--- src/rtl/reg_bus_master_pkg.sv ---
// Shared definitions for the control-register bus initiator: FSM state encodings,
// phase-counter width and the phase reload helper.
package reg_bus_master_pkg;

    localparam int PHASE_W = 8;

    typedef enum logic [1:0] {
        ST_IDLE   = 2'd0,
        ST_SETUP  = 2'd1,
        ST_STROBE = 2'd2,
        ST_HOLD   = 2'd3
    } state_e;

    // A phase lasting n cycles is entered with the counter at n-1.
    function automatic logic [PHASE_W-1:0] phase_load(input int cycles);
        phase_load = PHASE_W'(cycles - 1);
    endfunction

endpackage

--- src/rtl/reg_bus_phase_counter.sv ---
// Loadable down-counter with a zero flag; times the SETUP, STROBE and HOLD phases.
module reg_bus_phase_counter
    import reg_bus_master_pkg::*;
(
    input  logic               clk,
    input  logic               reset,
    input  logic               load,
    input  logic [PHASE_W-1:0] load_value,
    output logic               zero
);

    logic [PHASE_W-1:0] count_r;

    // Count down to zero and park there until the next load.
    always_ff @(posedge clk) begin
        if (reset) begin
            count_r <= '0;
        end else if (load) begin
            count_r <= load_value;
        end else if (count_r != '0) begin
            count_r <= count_r - 1'b1;
        end else begin
            count_r <= count_r;
        end
    end

    assign zero = (count_r == '0);

endmodule

--- src/rtl/reg_bus_master.sv ---
// Control-register bus initiator: valid/ready commands become timed rd/wr strobes.
// Optional burst support is enabled by defining REG_BUS_BURST_EN.
module reg_bus_master
    import reg_bus_master_pkg::*;
#(
    parameter int ADDR_WIDTH    = 16,
    parameter int DATA_WIDTH    = 16,
    parameter int SETUP_CYCLES  = 1,
    parameter int STROBE_CYCLES = 2,
    parameter int HOLD_CYCLES   = 1,
    parameter int LEN_WIDTH     = 8
) (
    input  logic                  clk,
    input  logic                  reset,
    input  logic                  cmd_valid,
    output logic                  cmd_ready,
    input  logic                  cmd_write,
    input  logic [ADDR_WIDTH-1:0] cmd_addr,
    input  logic [1:0]            cmd_be,
    input  logic [DATA_WIDTH-1:0] cmd_data,
`ifdef REG_BUS_BURST_EN
    input  logic [LEN_WIDTH-1:0]  cmd_len,
`endif
    output logic                  rsp_valid,
    output logic [DATA_WIDTH-1:0] rsp_data,
    output logic                  rsp_last,
    output logic                  bus_en,
    output logic                  bus_rd,
    output logic                  bus_wr,
    output logic [1:0]            bus_be,
    output logic [ADDR_WIDTH-1:0] bus_addr,
    output logic [DATA_WIDTH-1:0] bus_data_out,
    input  logic [DATA_WIDTH-1:0] bus_data_in
);

    state_e                state_r, state_nxt;
    logic                  write_r, write_nxt;
    logic [1:0]            be_r, be_nxt;
    logic [ADDR_WIDTH-1:0] addr_r, addr_nxt;
    logic [DATA_WIDTH-1:0] data_r, data_nxt;
    logic [LEN_WIDTH-1:0]  beats_r, beats_nxt;
    logic [LEN_WIDTH-1:0]  cmd_len_s;
    logic                  phase_load_s;
    logic [PHASE_W-1:0]    phase_value_s;
    logic                  phase_zero_s;
    logic                  sample_s;

`ifdef REG_BUS_BURST_EN
    assign cmd_len_s = cmd_len;
`else
    assign cmd_len_s = '0;
`endif

    reg_bus_phase_counter u_phase (
        .clk        (clk),
        .reset      (reset),
        .load       (phase_load_s),
        .load_value (phase_value_s),
        .zero       (phase_zero_s)
    );

    // Next-state logic; beats_r counts the beats remaining after the current one.
    always_comb begin
        state_nxt     = state_r;
        write_nxt     = write_r;
        be_nxt        = be_r;
        addr_nxt      = addr_r;
        data_nxt      = data_r;
        beats_nxt     = beats_r;
        phase_load_s  = 1'b0;
        phase_value_s = '0;
        sample_s      = 1'b0;
        case (state_r)
            ST_IDLE: begin
                if (cmd_valid && cmd_ready) begin
                    state_nxt     = ST_SETUP;
                    write_nxt     = cmd_write;
                    be_nxt        = cmd_be;
                    addr_nxt      = cmd_addr;
                    data_nxt      = cmd_data;
                    beats_nxt     = cmd_len_s;
                    phase_load_s  = 1'b1;
                    phase_value_s = phase_load(SETUP_CYCLES);
                end else begin
                    state_nxt = ST_IDLE;
                end
            end
            ST_SETUP: begin
                if (phase_zero_s) begin
                    state_nxt     = ST_STROBE;
                    phase_load_s  = 1'b1;
                    phase_value_s = phase_load(STROBE_CYCLES);
                end else begin
                    state_nxt = ST_SETUP;
                end
            end
            ST_STROBE: begin
                if (phase_zero_s) begin
                    state_nxt     = ST_HOLD;
                    phase_load_s  = 1'b1;
                    phase_value_s = phase_load(HOLD_CYCLES);
                    sample_s      = !write_r;
                end else begin
                    state_nxt = ST_STROBE;
                end
            end
            ST_HOLD: begin
                if (phase_zero_s && (beats_r != '0)) begin
                    state_nxt     = ST_SETUP;
                    addr_nxt      = addr_r + 1'b1;
                    beats_nxt     = beats_r - 1'b1;
                    phase_load_s  = 1'b1;
                    phase_value_s = phase_load(SETUP_CYCLES);
                end else if (phase_zero_s) begin
                    state_nxt = ST_IDLE;
                end else begin
                    state_nxt = ST_HOLD;
                end
            end
            default: begin
                state_nxt = ST_IDLE;
            end
        endcase
    end

    // State, latched command and registered bus/response outputs.
    always_ff @(posedge clk) begin
        if (reset) begin
            state_r      <= ST_IDLE;
            write_r      <= 1'b0;
            be_r         <= 2'b00;
            addr_r       <= '0;
            data_r       <= '0;
            beats_r      <= '0;
            cmd_ready    <= 1'b1;
            bus_en       <= 1'b0;
            bus_rd       <= 1'b0;
            bus_wr       <= 1'b0;
            bus_be       <= 2'b00;
            bus_addr     <= '0;
            bus_data_out <= '0;
            rsp_valid    <= 1'b0;
            rsp_last     <= 1'b0;
            rsp_data     <= '0;
        end else begin
            state_r      <= state_nxt;
            write_r      <= write_nxt;
            be_r         <= be_nxt;
            addr_r       <= addr_nxt;
            data_r       <= data_nxt;
            beats_r      <= beats_nxt;
            cmd_ready    <= (state_nxt == ST_IDLE);
            bus_en       <= (state_nxt != ST_IDLE);
            bus_rd       <= (state_nxt == ST_STROBE) && !write_nxt;
            bus_wr       <= (state_nxt == ST_STROBE) && write_nxt;
            bus_be       <= (state_nxt != ST_IDLE) ? be_nxt : 2'b00;
            bus_addr     <= (state_nxt != ST_IDLE) ? addr_nxt : '0;
            bus_data_out <= ((state_nxt != ST_IDLE) && write_nxt) ? data_nxt : '0;
            rsp_valid    <= sample_s;
            rsp_last     <= sample_s && (beats_r == '0);
            rsp_data     <= sample_s ? bus_data_in : rsp_data;
        end
    end

endmodule

--- config.mk ---
export PLATFORM = sky130hd
export DESIGN_NAME = reg_bus_master
export DESIGN_NICKNAME = d
export VERILOG_FILES = /design/src/rtl/reg_bus_master_pkg.sv /design/src/rtl/reg_bus_phase_counter.sv /design/src/rtl/reg_bus_master.sv
export SDC_FILE = /design/constraint.sdc
export NUM_CORES = 1
export LEC_CHECK = 0
export CORE_MARGIN = 2
export CORE_UTILIZATION = 55
export CTS_CLUSTER_SIZE = 16
export DETAILED_ROUTE_END_ITERATION = 16
export DONT_BUFFER_PORTS = 1
export GPL_TIMING_DRIVEN = 0
export HOLD_SLACK_MARGIN = 0.06
export PLACE_DENSITY = 0.7
export SYNTH_ARGS = -nofsm -noshare
export SYNTH_HDL_FRONTEND = slang
export SYNTH_HIERARCHICAL = 1
export SYNTH_SLANG_ARGS = --single-unit
export TNS_END_PERCENT = 30
--- constraint.sdc ---
create_clock -name clk -period 3.45 [get_ports clk]
set_clock_uncertainty 0.15 [all_clocks]
set_input_delay 0.8625 -clock clk [delete_from_list [all_inputs] [get_ports clk]]
set_output_delay 0.8625 -clock clk [all_outputs]
set_load 0.005 [all_outputs]
# Word level (Yosys, flattened, before mapping)
# Cells that the tools add are included.
[word_totals]
register_bits = 109
in_bits = 54
out_inout_bits = 56
wordCells = 78
[classes]
n_addsub = 3
eq_ne = 6
muxes = 28
bitwise = 2
n_reduce_logical = 22
[ops]
columns = ["operator", "n"]
rows = [
  ["two-way mux 16 bit", 4],
  ["two-way mux 8 bit", 4],
  ["one-hot mux 16 bit (2 select lines)", 1],
  ["one-hot mux 8 bit (2 select lines)", 2],
  ["adder 16 x 1 -> 16 bit, second input constant", 1],
  ["zero test 8 bit", 2],
  ["nonzero test 8 bit", 2],
  ["subtractor 8 x 1 -> 8 bit, second input constant", 2],
  ["two-way mux 1 bit", 10],
  ["two-way mux 2 bit", 5],
  ["one-hot mux 2 bit (4 select lines)", 1],
  ["== test 2 bit, second input constant", 3],
  ["logical AND 1 bit", 6],
  ["nonzero test 2 bit", 3],
  ["OR reduction 2 bit", 3],
  ["zero test 2 bit", 2],
  ["!= test 2 bit, second input constant", 2],
  ["one-hot mux 1 bit (3 select lines)", 1],
  ["AND reduction 3 bit", 1],
  ["OR reduction 3 bit", 1],
  ["== test 2 x 1 -> 1 bit, second input constant", 1],
  ["zero test 1 bit", 2],
  ["NOT 1 bit", 2],
]

# Logic depth before layout (Yosys ltp)
# Gate-level depths: netlist of run 1.
[logic_depth]
depth_word = 8
mapped_depth = 12
mapped_depth_nobuf = 9

# Hierarchy
# Netlist of run 1, hierarchy kept.
[modules_own_cells]
columns = ["module", "instances", "cells_each", "area_per_inst_um2", "seq_area_each_um2"]
rows = [
  ["reg_bus_master", 1, 481, 4229.1, 2021.9],
  ["reg_bus_phase_counter", 1, 53, 475.5, 160.2],
]

# Least setup slack after synthesis of run 1
# OpenSTA, ideal clock, no wires.
[synth_path]
path_kind = "register to register"
from = "register state_r[0]"
to = "register u_phase.count_r[0]"
setup_time_ns = 0.130
t_arrival_ns = 2.301
t_required_ns = 3.170
slack_ns = 0.869
path_stages_with_launch = 12
n_path_buf = 4
period_less_slack_ns = 2.581
path_cell_list = "dfxtp_1 -> inv_1 -> ha_1 -> clkbuf_1 -> clkbuf_1 -> buf_1 -> a21oi_1 -> a21oi_1 -> clkbuf_1 -> nor3_1 -> nand2_1 -> o211ai_2"
[synth_between]
elab_chain_len = 4
word_cells_on_any_way = 10
classes_between = "eq/ne (3); mux (3); reduce/logical (4)"
[synth_rtl]
columns = ["item", "line_no", "text"]
rows = [
  ["start, declared", "reg_bus_master.sv:36", "state_e state_r, state_nxt;"],
  ["start signal, assigned", "reg_bus_master.sv:146", "state_r <= state_nxt;"],
  ["== test 2 bit or == test 2 x 1 -> 1 bit (tied branches)", "reg_bus_master.sv:73", "case (state_r)"],
  ["OR reduction 2 bit (no source line)", "-", ""],
  ["one-hot mux 1 bit (3 select lines) (*)", "reg_bus_master.sv:73", ""],
  ["named net phase_load_s", "reg_bus_master.sv:43", "logic phase_load_s;"],
  ["two-way mux 8 bit or nonzero test 2 bit (tied branches)", "-", ""],
  ["end signal, assigned", "reg_bus_phase_counter.sv:19", "count_r <= load_value;"],
  ["end signal, assigned", "reg_bus_phase_counter.sv:21", "count_r <= count_r - 1'b1;"],
  ["end signal, assigned", "reg_bus_phase_counter.sv:23", "count_r <= count_r;"],
  ["end, declared", "reg_bus_phase_counter.sv:12", "logic [PHASE_W-1:0] count_r;"],
]
# The timed path passes the listed nets; every way through them passes the cells marked *. The select of a mux whose other input is x is not followed.
# A chain may end at the register's enable or synchronous reset.

# Worst setup path in the final report of run 1
[layout_path]
from = "register u_phase.count_r[3]"
to = "register beats_r[5]"
[layout_between]
elab_chain_len = 4
[layout_rtl]
columns = ["item", "line_no", "text"]
rows = [
  ["zero test 8 bit", "reg_bus_phase_counter.sv:27", "assign zero = (count_r == '0);"],
  ["named net phase_zero_s", "reg_bus_master.sv:45", "logic phase_zero_s;"],
  ["logical AND 1 bit", "reg_bus_master.sv:108", "if (phase_zero_s && (beats_r != '0)) begin"],
  ["!= test 2 bit (no source line)", "-", ""],
  ["AND reduction 3 bit (no source line)", "-", ""],
  ["end signal, assigned", "reg_bus_master.sv:151", "beats_r <= beats_nxt;"],
  ["end, declared", "reg_bus_master.sv:41", "logic [LEN_WIDTH-1:0] beats_r, beats_nxt;"],
]
# The timed path passes the listed nets, and every way through them passes these cells.

==> results of run 1 <==
[path summary, 6_finish.rpt]
kind                                         from  slack [ns]  depth (start not counted)                       to
setup / recovery  u_phase/count_r[3]$_SDFFE_PP0P_        0.29                          9  beats_r[5]$_SDFFE_PP0P_
hold / removal                 be_r[0]$_SDFF_PP0_        0.32                          2       be_r[0]$_SDFF_PP0_
setup reg to reg  u_phase/count_r[3]$_SDFFE_PP0P_        0.29                          9  beats_r[5]$_SDFFE_PP0P_
hold reg to reg                be_r[0]$_SDFF_PP0_        0.32                          2       be_r[0]$_SDFF_PP0_
[layer usage]
layer	GRT usage, %	wire length, um
met5	0	0
met4	10.2	274
met3	9.08	1230
met2	38.0	5020
met1	34.1	4980
[worst register-to-register path, stage by stage, from the launching register on]
cell and delay [ns]:
dfxtp_1 0.38, nor4_4 0.37, and4bb_1 0.25, buf_6 0.13, buf_2 0.22, nand2_1 0.10, a21oi_1 0.50, o21ai_0 0.40
o31a_1 0.34, o21ba_2 0.21
[kinds of logic after synthesis]
group / count (synthesis) / synth area share (%)
muxes: 25 / 5.58
xor gates and xnor gates: 8 / 1.49
and+or+nand+nor: 199 / 20.8
AOI/OAI and AO/OA: 136 / 19.2
adders and majority gates: 7 / 1.86
other: 1 / 0.0797
DFF: 109 / 46.4
buffers and inverters: 49 / 4.60
[layout make-up]
type | count | area (um2)
plain buffers | 34 | 163
clock buffers | 9 | 124
clock inverters | 7 | 96.3
fillers | 763 | 3180
inverters | 14 | 52.6
multi-input cells | 382 | 2330
flip-flops and latches | 109 | 2180
well taps | 105 | 131
[per-stage QoR]
step	TNS [ns]	setup WS, ns	hold slack, ns	power [uW]
global placement	0	0.0556	0.290	2550
CTS	0	0.139	0.316	3400
finish	0	0.287	0.319	3390
global route	0	0.122	0.345	3590
detailed placement	-0.000763	-0.000763	0.299	2580
floorplan	0	0.869	0.284	2340
[what timing repair did]
item                                    in CTS  in global routing
resized for setup                            1                  2
endpoints found under the setup margin       3                  4
cloned                                       0                  0
[power groups by stage]
stage | sequential [uW] | clock [uW] | combinational, uW
final | 1530 | 813 | 1040
after global placement | 1550 | 0 | 996
after detailed placement | 1560 | 0 | 1020
after CTS | 1530 | 833 | 1030
after global routing | 1560 | 874 | 1160
after floorplan | 1530 | 0 | 814
[registers in the layout, summed over array words and instances, names as in the netlist]
register and cells:
addr_r 16, be_r 2, beats_r 8, bus_addr 16, bus_be 2, bus_data_out 16, bus_en 1, bus_rd 1
bus_wr 1, cmd_ready 1, data_r 16, rsp_data 16, rsp_last 1, rsp_valid 1, state_r 2, u_phase/count_r 8
write_r 1
[synthesized netlist by cell type, types with 3 or more instances]
cell type and number:
nor3_1 15, nor4_1 6, mux2i_1 18, nor2b_1 9, a31oi_1 5, and4b_1 3
buf_6 3, and3_1 6, inv_1 14, a22oi_1 5, dfxtp_1 109, o31a_1 5
xnor2_1 3, o32ai_1 6, buf_1 3, xor2_1 5, nand3_1 7, a21oi_1 56
nand2_1 66, a22o_1 3, o21ai_0 13, buf_2 8, o211ai_1 3, o21bai_1 4
mux2_2 6, clkbuf_1 21, nor2_1 62, ha_1 7, nand2b_1 3, a211oi_1 5
==> impl_metrics.env, run 1 <==
export IMPL_outcome="finished, final reports clean"
export IMPL_route_detailed_drc=0
export IMPL_setup_violations=0
export IMPL_layout_min_cycle_time_ns=3.16
export IMPL_yosysTopAreaCell="dfxtp_1"
export IMPL_drtIter0Drc=337
export IMPL_slew_viol_final=0
export IMPL_yosysWarnings=6
export IMPL_drt_total_wl_um=11500
export IMPL_p_comb_share_pct=30.8
export IMPL_place_hpwl_um=8130
export IMPL_dp_cells=645
export IMPL_post_route_util_pct=61.5
export IMPL_final_nets=611
export IMPL_placed_area_um2=4860
export IMPL_fp_dieW_um=96.5
export IMPL_die_area_um2=9310
export IMPL_postCtsSetupRepairBufs=0
export IMPL_cts_buffers=9
export IMPL_power_leakage_uw=0.00185
export IMPL_worstPathCellList="nor4_4 > and4bb_1 > buf_6 > buf_2 > nand2_1 > a21oi_1 > o21ai_0 > o31a_1 > o21ba_2"
export IMPL_finalCritPeriodShare_pct=91.7
export IMPL_synthDistinctLibCells=70
export IMPL_ir_worst_vdd_uv=364
export IMPL_crit_type="reg -> reg"
export IMPL_switching_share_pct=37.3
export IMPL_grt_pass1_vias=3636
export IMPL_cts_sinks=109
export IMPL_core_rowCount=33
export IMPL_start_util_pct=57.0
export IMPL_p_seq_share_pct=45.2
export IMPL_ant_nets=0
export IMPL_p_switching_uw=1260
export IMPL_path_max_fanout=10
export IMPL_intPower_uw=2130
export IMPL_syn_area_um2=4700
export IMPL_ys_seq_area_share_pct=46.4
export IMPL_globalplace_congestion=0.915
export IMPL_design_core_area_um2=8260
export IMPL_crit_path_end_kind="flip-flop"
export IMPL_hold_buffers=0
export IMPL_crit_family="compound AO/OA/AOI/OAI gates"
export IMPL_vias=3933
export IMPL_htreeDepth=3
export IMPL_grt_pass1_wl_um=18200
export IMPL_max_stage_delay_ns=0.50
export IMPL_synth_top_area_share_pct=46.4
export IMPL_postSynthAreaPerCell_um2=8.81
export IMPL_overflow=0
export IMPL_fin_area_um2=5080
export IMPL_antennaDiodeCount=0
export IMPL_antenna_found_initial=0
export IMPL_synthTopCellsByArea="dfxtp_1 46%, a21oi_1 6.0%, nand2_1 5.3%, nor2_1 4.9%, mux2i_1 3.8%"
export IMPL_clkTransAtPathRegs_ns=0.12
export IMPL_worst_pin_slew_ns=0.836
export IMPL_synth_edff_count=0
export IMPL_worstPathRequired_ns=3.59
export IMPL_drive_gt1_share_pct=9.37
export IMPL_via_per_inst=5.96
export IMPL_die_h_um=96.5
export IMPL_detail_route_wl_per_cell_um=17.4
export IMPL_rsz0062_at_grt="no"
export IMPL_fin_cells=660
export IMPL_synth_seq_cells=109
export IMPL_port_buffers=0
export IMPL_critPathLaunchType="flip-flop"
export IMPL_areaGrowthSynthToFinish_pct=7.93
export IMPL_cap_viol_max_count=0
export IMPL_clock_latency_ns=0.39
export IMPL_grt_use_total_pct=25.6
export IMPL_critPathSlowestCell="a21oi_1"
export IMPL_io_pins=110
export IMPL_synthArstFlopShare_pct=0
export IMPL_max_freq_mhz=316
export IMPL_hold_class="reg -> reg"
export IMPL_clockBufferDepth=2
export IMPL_crit_arrival_ns=3.30
export IMPL_root_buffer="clkbuf_8"
export IMPL_hold_viol_final=0
export IMPL_worst_path_buf_inv=2
export IMPL_slew_headroom_pct=43.9
export IMPL_synthFlopType="dfxtp_1"
export IMPL_first_pass_iters=5
export IMPL_grt_max_degree=24
export IMPL_final_cell_mix="109 x dfxtp_1, 66 x nand2_1, 62 x nor2_1"
export IMPL_final_common_cell="dfxtp_1"
export IMPL_netlist_instances=534
export IMPL_cts_tree="done"
export IMPL_power_density_nw_per_um2=668
export IMPL_clockPowerShare_pct=24.0
(Power assumes the default switching activity.)
==> inputs of run 2 (changes only) <==
- CTS_BUF_LIST: unset -> sky130_fd_sc_hd__clkbuf_16
==> impl_metrics.env, run 2 (synthesis results as in run 1) <==
export IMPL_start_util_pct=57.0
export IMPL_clockBufferDepth=2
export IMPL_min_delay_start="be_r[0]$_SDFF_PP0_"
export IMPL_areaGrowthSynthToFinish_pct=10.2
export IMPL_core_rowCount=33
export IMPL_globalplace_congestion=0.915
export IMPL_via_per_inst=5.98
export IMPL_postCtsSetupRepairBufs=0
export IMPL_setup_tns_ns=0
export IMPL_ir_worst_vdd_uv=462
export IMPL_antenna_found_initial=0
export IMPL_post_route_util_pct=62.8
export IMPL_setup_violations=0
export IMPL_htreeDepth=3
export IMPL_worst_pin_slew_ns=0.860
export IMPL_crit_type="reg -> reg"
export IMPL_drive_gt1_share_pct=9.35
export IMPL_power_density_nw_per_um2=704
export IMPL_finalCritPeriodShare_pct=92.3
export IMPL_clock_latency_ns=0.36
export IMPL_design_core_area_um2=8260
export IMPL_place_hpwl_um=8130
export IMPL_vias=3955
export IMPL_grt_max_degree=24
export IMPL_die_area_um2=9310
export IMPL_fillers=755
export IMPL_cts_buffers=9
export IMPL_port_buffers=0
export IMPL_io_pins=110
export IMPL_ant_nets=0
export IMPL_route_detailed_drc=0
export IMPL_rsz0062_at_grt="no"
export IMPL_hold_slack_ns=0.314
export IMPL_reg2reg_from="state_r[0]$_SDFF_PP0_"
export IMPL_grt_pass1_vias=3643
export IMPL_overflow=0
export IMPL_root_buffer="clkbuf_16"
export IMPL_fin_ws_ns=0.267
export IMPL_path_max_fanout=10
export IMPL_crit_arrival_ns=3.26
export IMPL_drt_total_wl_um=11600
export IMPL_grt_pass1_wl_um=18300
export IMPL_slew_viol_final=0
export IMPL_grt_use_total_pct=25.9
export IMPL_power_leakage_uw=0.00190
export IMPL_cap_viol_max_count=0
export IMPL_antennaDiodeCount=0
export IMPL_post_place_ws_ns=-0.000763
export IMPL_cts_tree="done"
export IMPL_first_pass_iters=5
export IMPL_hold_viol_final=0
export IMPL_crit_path_end_kind="flip-flop"
export IMPL_final_common_cell="dfxtp_1"
export IMPL_die_h_um=96.5
export IMPL_layout_min_cycle_time_ns=3.18
export IMPL_slew_headroom_pct=42.6
export IMPL_outcome="finished, final reports clean"
export IMPL_cts_sinks=109
export IMPL_worstPathRequired_ns=3.53
export IMPL_hold_class="reg -> reg"
export IMPL_detail_route_wl_per_cell_um=17.5
export IMPL_drtIter0Drc=295
export IMPL_clkTransAtPathRegs_ns=0.08
export IMPL_final_cell_mix="109 x dfxtp_1, 66 x nand2_1, 62 x nor2_1"
export IMPL_final_nets=612
export IMPL_fp_dieW_um=96.5
export IMPL_max_freq_mhz=314
export IMPL_crit_start="state_r[0]$_SDFF_PP0_"
export IMPL_critPathLaunchType="flip-flop"
-- run 2: cell count changes in the layout (fill, tap and decap cells not counted), sizes merged --
cell / delta
clkbuf: +1
-- run 2: metal layers --
| layer | track usage (%) | up-vias | part of all wire [%] |
|---|---|---|---|
| met5 | 0 | - | 0 |
| met4 | 10.3 | 0 | 1.5 |
| met3 | 7.84 | 14 | 9.8 |
| met2 | 38.9 | 185 | 44 |
| met1 | 35.0 | 1833 | 45 |
| li1 | - | 1923 | - |
-- run 2: power breakdown --
part	total [uW]	internal, uW	switching, uW
registers	1530	1400	132
logic	1050	419	629
clock network	1070	531	537
-- run 2: repair_timing --
| item | CTS | global route |
|---|---|---|
| hold buffers | 0 | 0 |
| resized for setup | 1 | 2 |
| setup endpoints to repair | 3 | 4 |
-- run 2: critical path: stages, from the launching register on --
cell and delay [ns]:
dfxtp_1 0.37, inv_1 0.07, ha_1 0.27, clkbuf_1 0.39, clkbuf_2 0.34, buf_2 0.30, a21oi_1 0.10, a21oi_1 0.37
clkbuf_1 0.42, nor3_1 0.10, nand2_1 0.10, o211ai_2 0.07
-- run 2: path summary, 6_finish.rpt --
check                               endpoint  slack, ns  cells after the start
min reg2reg               be_r[0]$_SDFF_PP0_       0.31                      2
min                       be_r[0]$_SDFF_PP0_       0.31                      2
max reg2reg  u_phase/count_r[0]$_SDFFE_PP0P_       0.27                     11
max          u_phase/count_r[0]$_SDFFE_PP0P_       0.27                     11
-- run 2: cell type report --
class	instances	area, um2	share of cell area, %
multi-input cells	382	2330	44.9
flip-flops and latches	109	2180	42.1
clock buffers	9	225	4.35
plain buffers	35	166	3.21
well taps	105	131	2.54
clock inverters	7	96.3	1.86
inverters	14	52.6	1.01
-- run 2: metrics by stage --
step / total power [uW] / cell area [um2] / cells
2_1_floorplan: 2340 / 4730 / 540
3_3_place_gp: 2550 / 4860 / 645
3_5_place_dp: 2580 / 4860 / 645
4_1_cts: 3650 / 5180 / 661
5_1_grt: 3840 / 5180 / 661
6_report: 3650 / 5180 / 661
==> inputs of run 3 (changes only) <==
- SLEW_MARGIN: unset -> 20
==> results of run 3 <==
Final layout, timing and power as in run 2 (identical DEF).
